--- config.mk ---
export PLATFORM = sky130hd
export DESIGN_NAME = uart_tx
export DESIGN_NICKNAME = d
export VERILOG_FILES = /design/src/rtl/uart_pkg.sv /design/src/rtl/uart_bit_timer.sv /design/src/rtl/uart_tx.sv
export SDC_FILE = /design/constraint.sdc
export NUM_CORES = 1
export LEC_CHECK = 0
export ABC_AREA = 1
export BUFFER_PORTS_ARGS = -buffer_cell sky130_fd_sc_hd__clkbuf_2
export CORE_ASPECT_RATIO = 0.7
export CORE_MARGIN = 2
export CORE_UTILIZATION = 35
export CTS_CLUSTER_SIZE = 30
export DETAILED_ROUTE_END_ITERATION = 16
export GPL_TIMING_DRIVEN = 0
export HOLD_SLACK_MARGIN = 0.03
export SYNTH_ARGS = -nofsm -noshare
export SYNTH_HDL_FRONTEND = slang
export SYNTH_SLANG_ARGS = --single-unit
--- constraint.sdc ---
create_clock -name clock -period 1.8 [get_ports clock]
set_input_delay 0.27 -clock clock [delete_from_list [all_inputs] [get_ports clock]]
set_output_delay 0.27 -clock clock [all_outputs]
set_load 0.01 [all_outputs]
--- src/rtl/uart_pkg.sv ---
// Shared UART definitions used by both the transmit and receive paths.
// Contents: frame state encoding, data width, line-level constants and a
// parity helper.
package uart_pkg;

    localparam int DATA_BITS = 8;

    localparam logic LINE_IDLE = 1'b1;
    localparam logic START_BIT = 1'b0;
    localparam logic STOP_BIT  = 1'b1;

    typedef enum logic [2:0] {
        IDLE   = 3'd0,
        START  = 3'd1,
        DATA   = 3'd2,
        PARITY = 3'd3,
        STOP   = 3'd4
    } uart_state_e;

    // Even parity is the XOR of all data bits; odd parity is its inverse.
    function automatic logic calc_parity(input logic [DATA_BITS-1:0] data,
                                         input logic                 odd);
        return (^data) ^ odd;
    endfunction

endpackage

--- src/rtl/uart_bit_timer.sv ---
// Bit-period timer shared by the UART transmit and receive paths.
// Counts 0..CLKS_PER_BIT-1 while enabled and wraps at each bit boundary;
// held at 0 while disabled.
// Ports:
//   clock   - system clock
//   reset_n - asynchronous active-low reset
//   enable  - run the timer; low clears it to 0
//   bit_end - high during the last cycle of each bit period
module uart_bit_timer #(
    parameter int CLKS_PER_BIT = 16
) (
    input  logic clock,
    input  logic reset_n,
    input  logic enable,
    output logic bit_end
);

    localparam int               CNT_W   = $clog2(CLKS_PER_BIT);
    localparam logic [CNT_W-1:0] CNT_MAX = CNT_W'(CLKS_PER_BIT - 1);

    logic [CNT_W-1:0] cnt_q;
    logic [CNT_W-1:0] cnt_d;

    always_comb begin
        cnt_d = '0;
        if (enable && (cnt_q != CNT_MAX)) begin
            cnt_d = cnt_q + 1'b1;
        end
    end

    always_ff @(posedge clock or negedge reset_n) begin
        if (!reset_n) begin
            cnt_q <= '0;
        end else begin
            cnt_q <= cnt_d;
        end
    end

    assign bit_end = enable && (cnt_q == CNT_MAX);

endmodule

--- src/rtl/uart_tx.sv ---
// UART transmitter: start bit, 8 data bits LSB first, optional parity bit,
// one stop bit. The serial line is registered, so it follows the frame
// state by one clock.
// Ports:
//   clock     - system clock
//   reset_n   - asynchronous active-low reset
//   tx_data   - byte to send, sampled on acceptance
//   tx_valid  - tx_data is offered
//   tx_ready  - transmitter idle, a byte may be accepted
//   tx_serial - serial output, idle high
//   tx_busy   - a frame is in progress
//   tx_done   - one-cycle pulse in the last stop-bit cycle
//
// state  | meaning
// IDLE   | line high, waiting for tx_valid
// START  | sending the start bit (0)
// DATA   | sending data bits, LSB first
// PARITY | sending the latched parity bit
// STOP   | sending the stop bit (1)
module uart_tx
    import uart_pkg::*;
#(
    parameter int CLKS_PER_BIT = 16,
    parameter int PARITY_EN    = 1,
    parameter int PARITY_ODD   = 0
) (
    input  logic                 clock,
    input  logic                 reset_n,
    input  logic [DATA_BITS-1:0] tx_data,
    input  logic                 tx_valid,
    output logic                 tx_ready,
    output logic                 tx_serial,
    output logic                 tx_busy,
    output logic                 tx_done
);

    localparam logic [2:0] LAST_BIT = 3'(DATA_BITS - 1);

    uart_state_e          state_q,   state_d;
    logic [DATA_BITS-1:0] shift_q,   shift_d;
    logic [2:0]           bit_idx_q, bit_idx_d;
    logic                 parity_q,  parity_d;
    logic                 serial_q,  serial_d;
    logic                 timer_en;
    logic                 bit_end;

    assign timer_en = (state_q != IDLE);

    uart_bit_timer #(
        .CLKS_PER_BIT (CLKS_PER_BIT)
    ) u_bit_timer (
        .clock   (clock),
        .reset_n (reset_n),
        .enable  (timer_en),
        .bit_end (bit_end)
    );

    always_comb begin
        state_d   = state_q;
        shift_d   = shift_q;
        bit_idx_d = bit_idx_q;
        parity_d  = parity_q;
        case (state_q)
            IDLE: begin
                if (tx_valid) begin
                    shift_d   = tx_data;
                    parity_d  = calc_parity(tx_data, PARITY_ODD != 0);
                    bit_idx_d = '0;
                    state_d   = START;
                end
            end
            START: begin
                if (bit_end) state_d = DATA;
            end
            DATA: begin
                if (bit_end) begin
                    shift_d = {1'b0, shift_q[DATA_BITS-1:1]};
                    if (bit_idx_q == LAST_BIT) begin
                        bit_idx_d = '0;
                        state_d   = (PARITY_EN != 0) ? PARITY : STOP;
                    end else begin
                        bit_idx_d = bit_idx_q + 3'd1;
                    end
                end
            end
            PARITY: begin
                if (bit_end) state_d = STOP;
            end
            STOP: begin
                if (bit_end) state_d = IDLE;
            end
            default: state_d = IDLE;
        endcase
    end

    // Line level is decoded from the current state and registered, which
    // keeps every edge of tx_serial on a clock edge.
    always_comb begin
        serial_d = LINE_IDLE;
        case (state_q)
            START:   serial_d = START_BIT;
            DATA:    serial_d = shift_q[0];
            PARITY:  serial_d = parity_q;
            STOP:    serial_d = STOP_BIT;
            default: serial_d = LINE_IDLE;
        endcase
    end

    always_ff @(posedge clock or negedge reset_n) begin
        if (!reset_n) begin
            state_q   <= IDLE;
            shift_q   <= '0;
            bit_idx_q <= '0;
            parity_q  <= 1'b0;
            serial_q  <= LINE_IDLE;
        end else begin
            state_q   <= state_d;
            shift_q   <= shift_d;
            bit_idx_q <= bit_idx_d;
            parity_q  <= parity_d;
            serial_q  <= serial_d;
        end
    end

    assign tx_ready  = (state_q == IDLE);
    assign tx_busy   = ~tx_ready;
    assign tx_done   = (state_q == STOP) && bit_end;
    assign tx_serial = serial_q;

endmodule

==> impl_metrics.json <==
{
  "status": "completed",
  "leakagePower_uw": 0.000751,
  "crit_family": "flip-flops",
  "rr_worst_depth": 7,
  "num_vias": 1012,
  "cts_sinks": 20,
  "cts_buffer_depth": 2,
  "critical_path.endpoint": "tx_done",
  "wire_per_inst_um": 10.5,
  "fillers": 312,
  "drc_errors": 0,
  "drive_gt1_share_pct": 17.9,
  "cp.depth": 4,
  "cts_tree": "yes",
  "path_buf_inv": 1,
  "grt_pass1_wl_um": 4070,
  "dr.pass1.iters": 4,
  "final_common_cell": "nand2_1",
  "regArea_um2": 502,
  "hpwl_um": 1760,
  "post_cts.repair.setup_buffers": 0,
  "slowest_stage": "dfrtp_1",
  "r2r_start": "state_q[2]",
  "routed_wl_um": 2280,
  "drt-initial-drc-count": 104,
  "cp-start-kind": "register",
  "synthCells": 160,
  "placed_cells": 212,
  "core.rowCount": 17,
  "end_kind": "output port",
  "cts_max_level": 1,
  "antenna_found_initial": 0,
  "syn_nets": 174,
  "cp_max_fo": 5,
  "yosys-top-cells-area": "dfrtp_1 41%, nand2_1 16%, inv_1 9.0%",
  "multiInputGateArea_um2": 551,
  "die_w_um": 73.1,
  "setup_ws_ns": 0.145,
  "clock_latency_ns": 0.26,
  "grt_pass1_vias": 958,
  "finalSetupTns_ns": 0,
  "cts_buffers": 3,
  "hold_class": "in -> reg",
  "grt_max_degree": 21,
  "slew_headroom_pct": 67.4,
  "die-area_um2": 3830,
  "antenna_cells": 0,
  "clk_transition_reported_paths_ns": 0.07,
  "yosysWarnings": 0,
  "grt_use_total_pct": 14.2,
  "drv_cap": 0,
  "min_period_over_period_pct": 91.9,
  "io_buffers": 14,
  "synth_seq_cells": 20,
  "synth_area_leader_cell": "dfrtp_1",
  "place_ws_ns": 0.260,
  "vias_per_cell": 4.66,
  "min_period_ns": 1.65,
  "route.antenna.remaining_nets": 0,
  "p_per_area_nw_per_um2": 1530,
  "synth_area_per_cell_um2": 7.31,
  "fmax_ghz": 0.604,
  "slowest_delay_ns": 0.38,
  "worstPathArrival_ns": 1.38,
  "tightestPinTransition_ns": 0.489,
  "total_power_uw": 2090,
  "hold_viol": 0,
  "syn-cell-area_um2": 1170,
  "slew_viol_final": 0,
  "worstPathCellList": "ha_1, nand3_4, nor4_2, clkbuf_2",
  "reg2reg_to": "shift_q[7]",
  "overflow": 0,
  "fin_skew_ns": 0.00126,
  "final_cell_mix": "49 x nand2_1, 28 x inv_1, 19 x dfrtp_1",
  "rrSetupSlack_ns": 0.42,
  "die_h_um": 52.4,
  "gp_congestion": 0.809,
  "synth_top_area_share_pct": 40.6,
  "clock_tree.root_cell": "clkbuf_8",
  "final_nets": 194,
  "core_area_um2": 3170,
  "yosysUniqueCellTypes": 25,
  "rsz0062_at_grt": "false",
  "peakVddDrop_mv": 0.749,
  "worstSetupPathType": "reg -> out",
  "setup_violations": 0,
  "crit_start": "u_bit_timer.cnt_q[0]",
  "fin_cells": 217,
  "ios": 15,
  "initial_utilization_pct": 36.9,
  "synth.yosys.seq_area_share_pct": 42.9,
  "areaGrowthSynthToFinish_pct": 17.2,
  "final_util_pct": 43.3,
  "required_ns": 1.53
}
==> synthesized netlist by cell type <==
master,number
xor2_1,1
nor4_1,1
nand2_4,2
nor2_1,12
buf_4,1
nand2_2,2
nor2_4,1
inv_1,28
inv_2,2
or2_0,1
nand2_1,49
a21oi_1,1
xnor2_1,2
ha_1,3
nor3_1,2
dfstp_2,1
o211ai_1,1
dfrtp_1,19
o21ai_4,1
buf_2,1
o22ai_1,1
o21ai_1,9
nand3_1,7
o21ai_0,11
buf_6,1
==> layout make-up <==
type                            instances  share of cell area, %
Inverter                               30                   8.21
Buffer                                  3                   1.73
Clock buffer                            4                   4.01
Timing Repair Buffer                   15                   5.84
Multi-Input combinational cell        107                   40.1
Tap cell                               38                   3.47
Sequential cell                        20                   36.6
==> worst min-delay path: stages <==
cell and delay [ns]:
clkbuf_2 0.09, inv_1 0.07, o22ai_1 0.09
==> flip-flops by register name, indices dropped and copies added (netlist names) <==
| name | flops |
|---|---|
| parity_q | 1 |
| bit_idx_q | 3 |
| shift_q | 8 |
| state_q | 3 |
| u_bit_timer.cnt_q | 4 |
| tx_serial | 1 |
==> through the flow <==
stage / cell area, µm² / hold slack (ns)
after floorplan: 1170 / -0.0256
after global placement: 1290 / 0.255
after detailed placement: 1290 / 0.258
after CTS: 1360 / 0.293
after global routing: 1370 / 0.315
final: 1370 / 0.300
==> timing repair <==
item | 4_1_cts | 5_1_grt
gates resized for setup | 2 | 1
hold buffers | 1 | 0
hold endpoints to repair | 19 | 0
setup endpoints to repair | 1 | 1
==> power by group <==
part | internal, µW | switching, µW
registers | 658 | 138
clock network | 195 | 146
logic | 356 | 602
==> logic make-up after synthesis <==
logic type      share of synthesized area (%)
xor+xnor                                 2.25
flops                                    42.9
compound gates                           11.6
buf+inv                                  11.7
fa+ha+maj                                3.21
simple gates                             28.4
==> per-layer routing <==
layer	global-route usage [%]	share of wire, %	wire (µm)
met1	17.7	49	1120
met5	0	0	0
met4	4.32	1.1	24
met3	5.77	3.1	70
met2	22.5	47	1060
==> worst min-delay path by stage <==
| stage | startpoint | endpoint | cells after the start |
|---|---|---|---|
| floorplan | reset_n | bit_idx_q[0] | 0 |
| global placement | reset_n | u_bit_timer.cnt_q[0] | 1 |
| detailed placement | reset_n | shift_q[3] | 1 |
| CTS | tx_data[7] | shift_q[7] | 3 |
| global route | tx_data[7] | shift_q[7] | 3 |
| finish | tx_data[7] | shift_q[7] | 3 |
No activity file was read; power rests on OpenSTA's default activity.
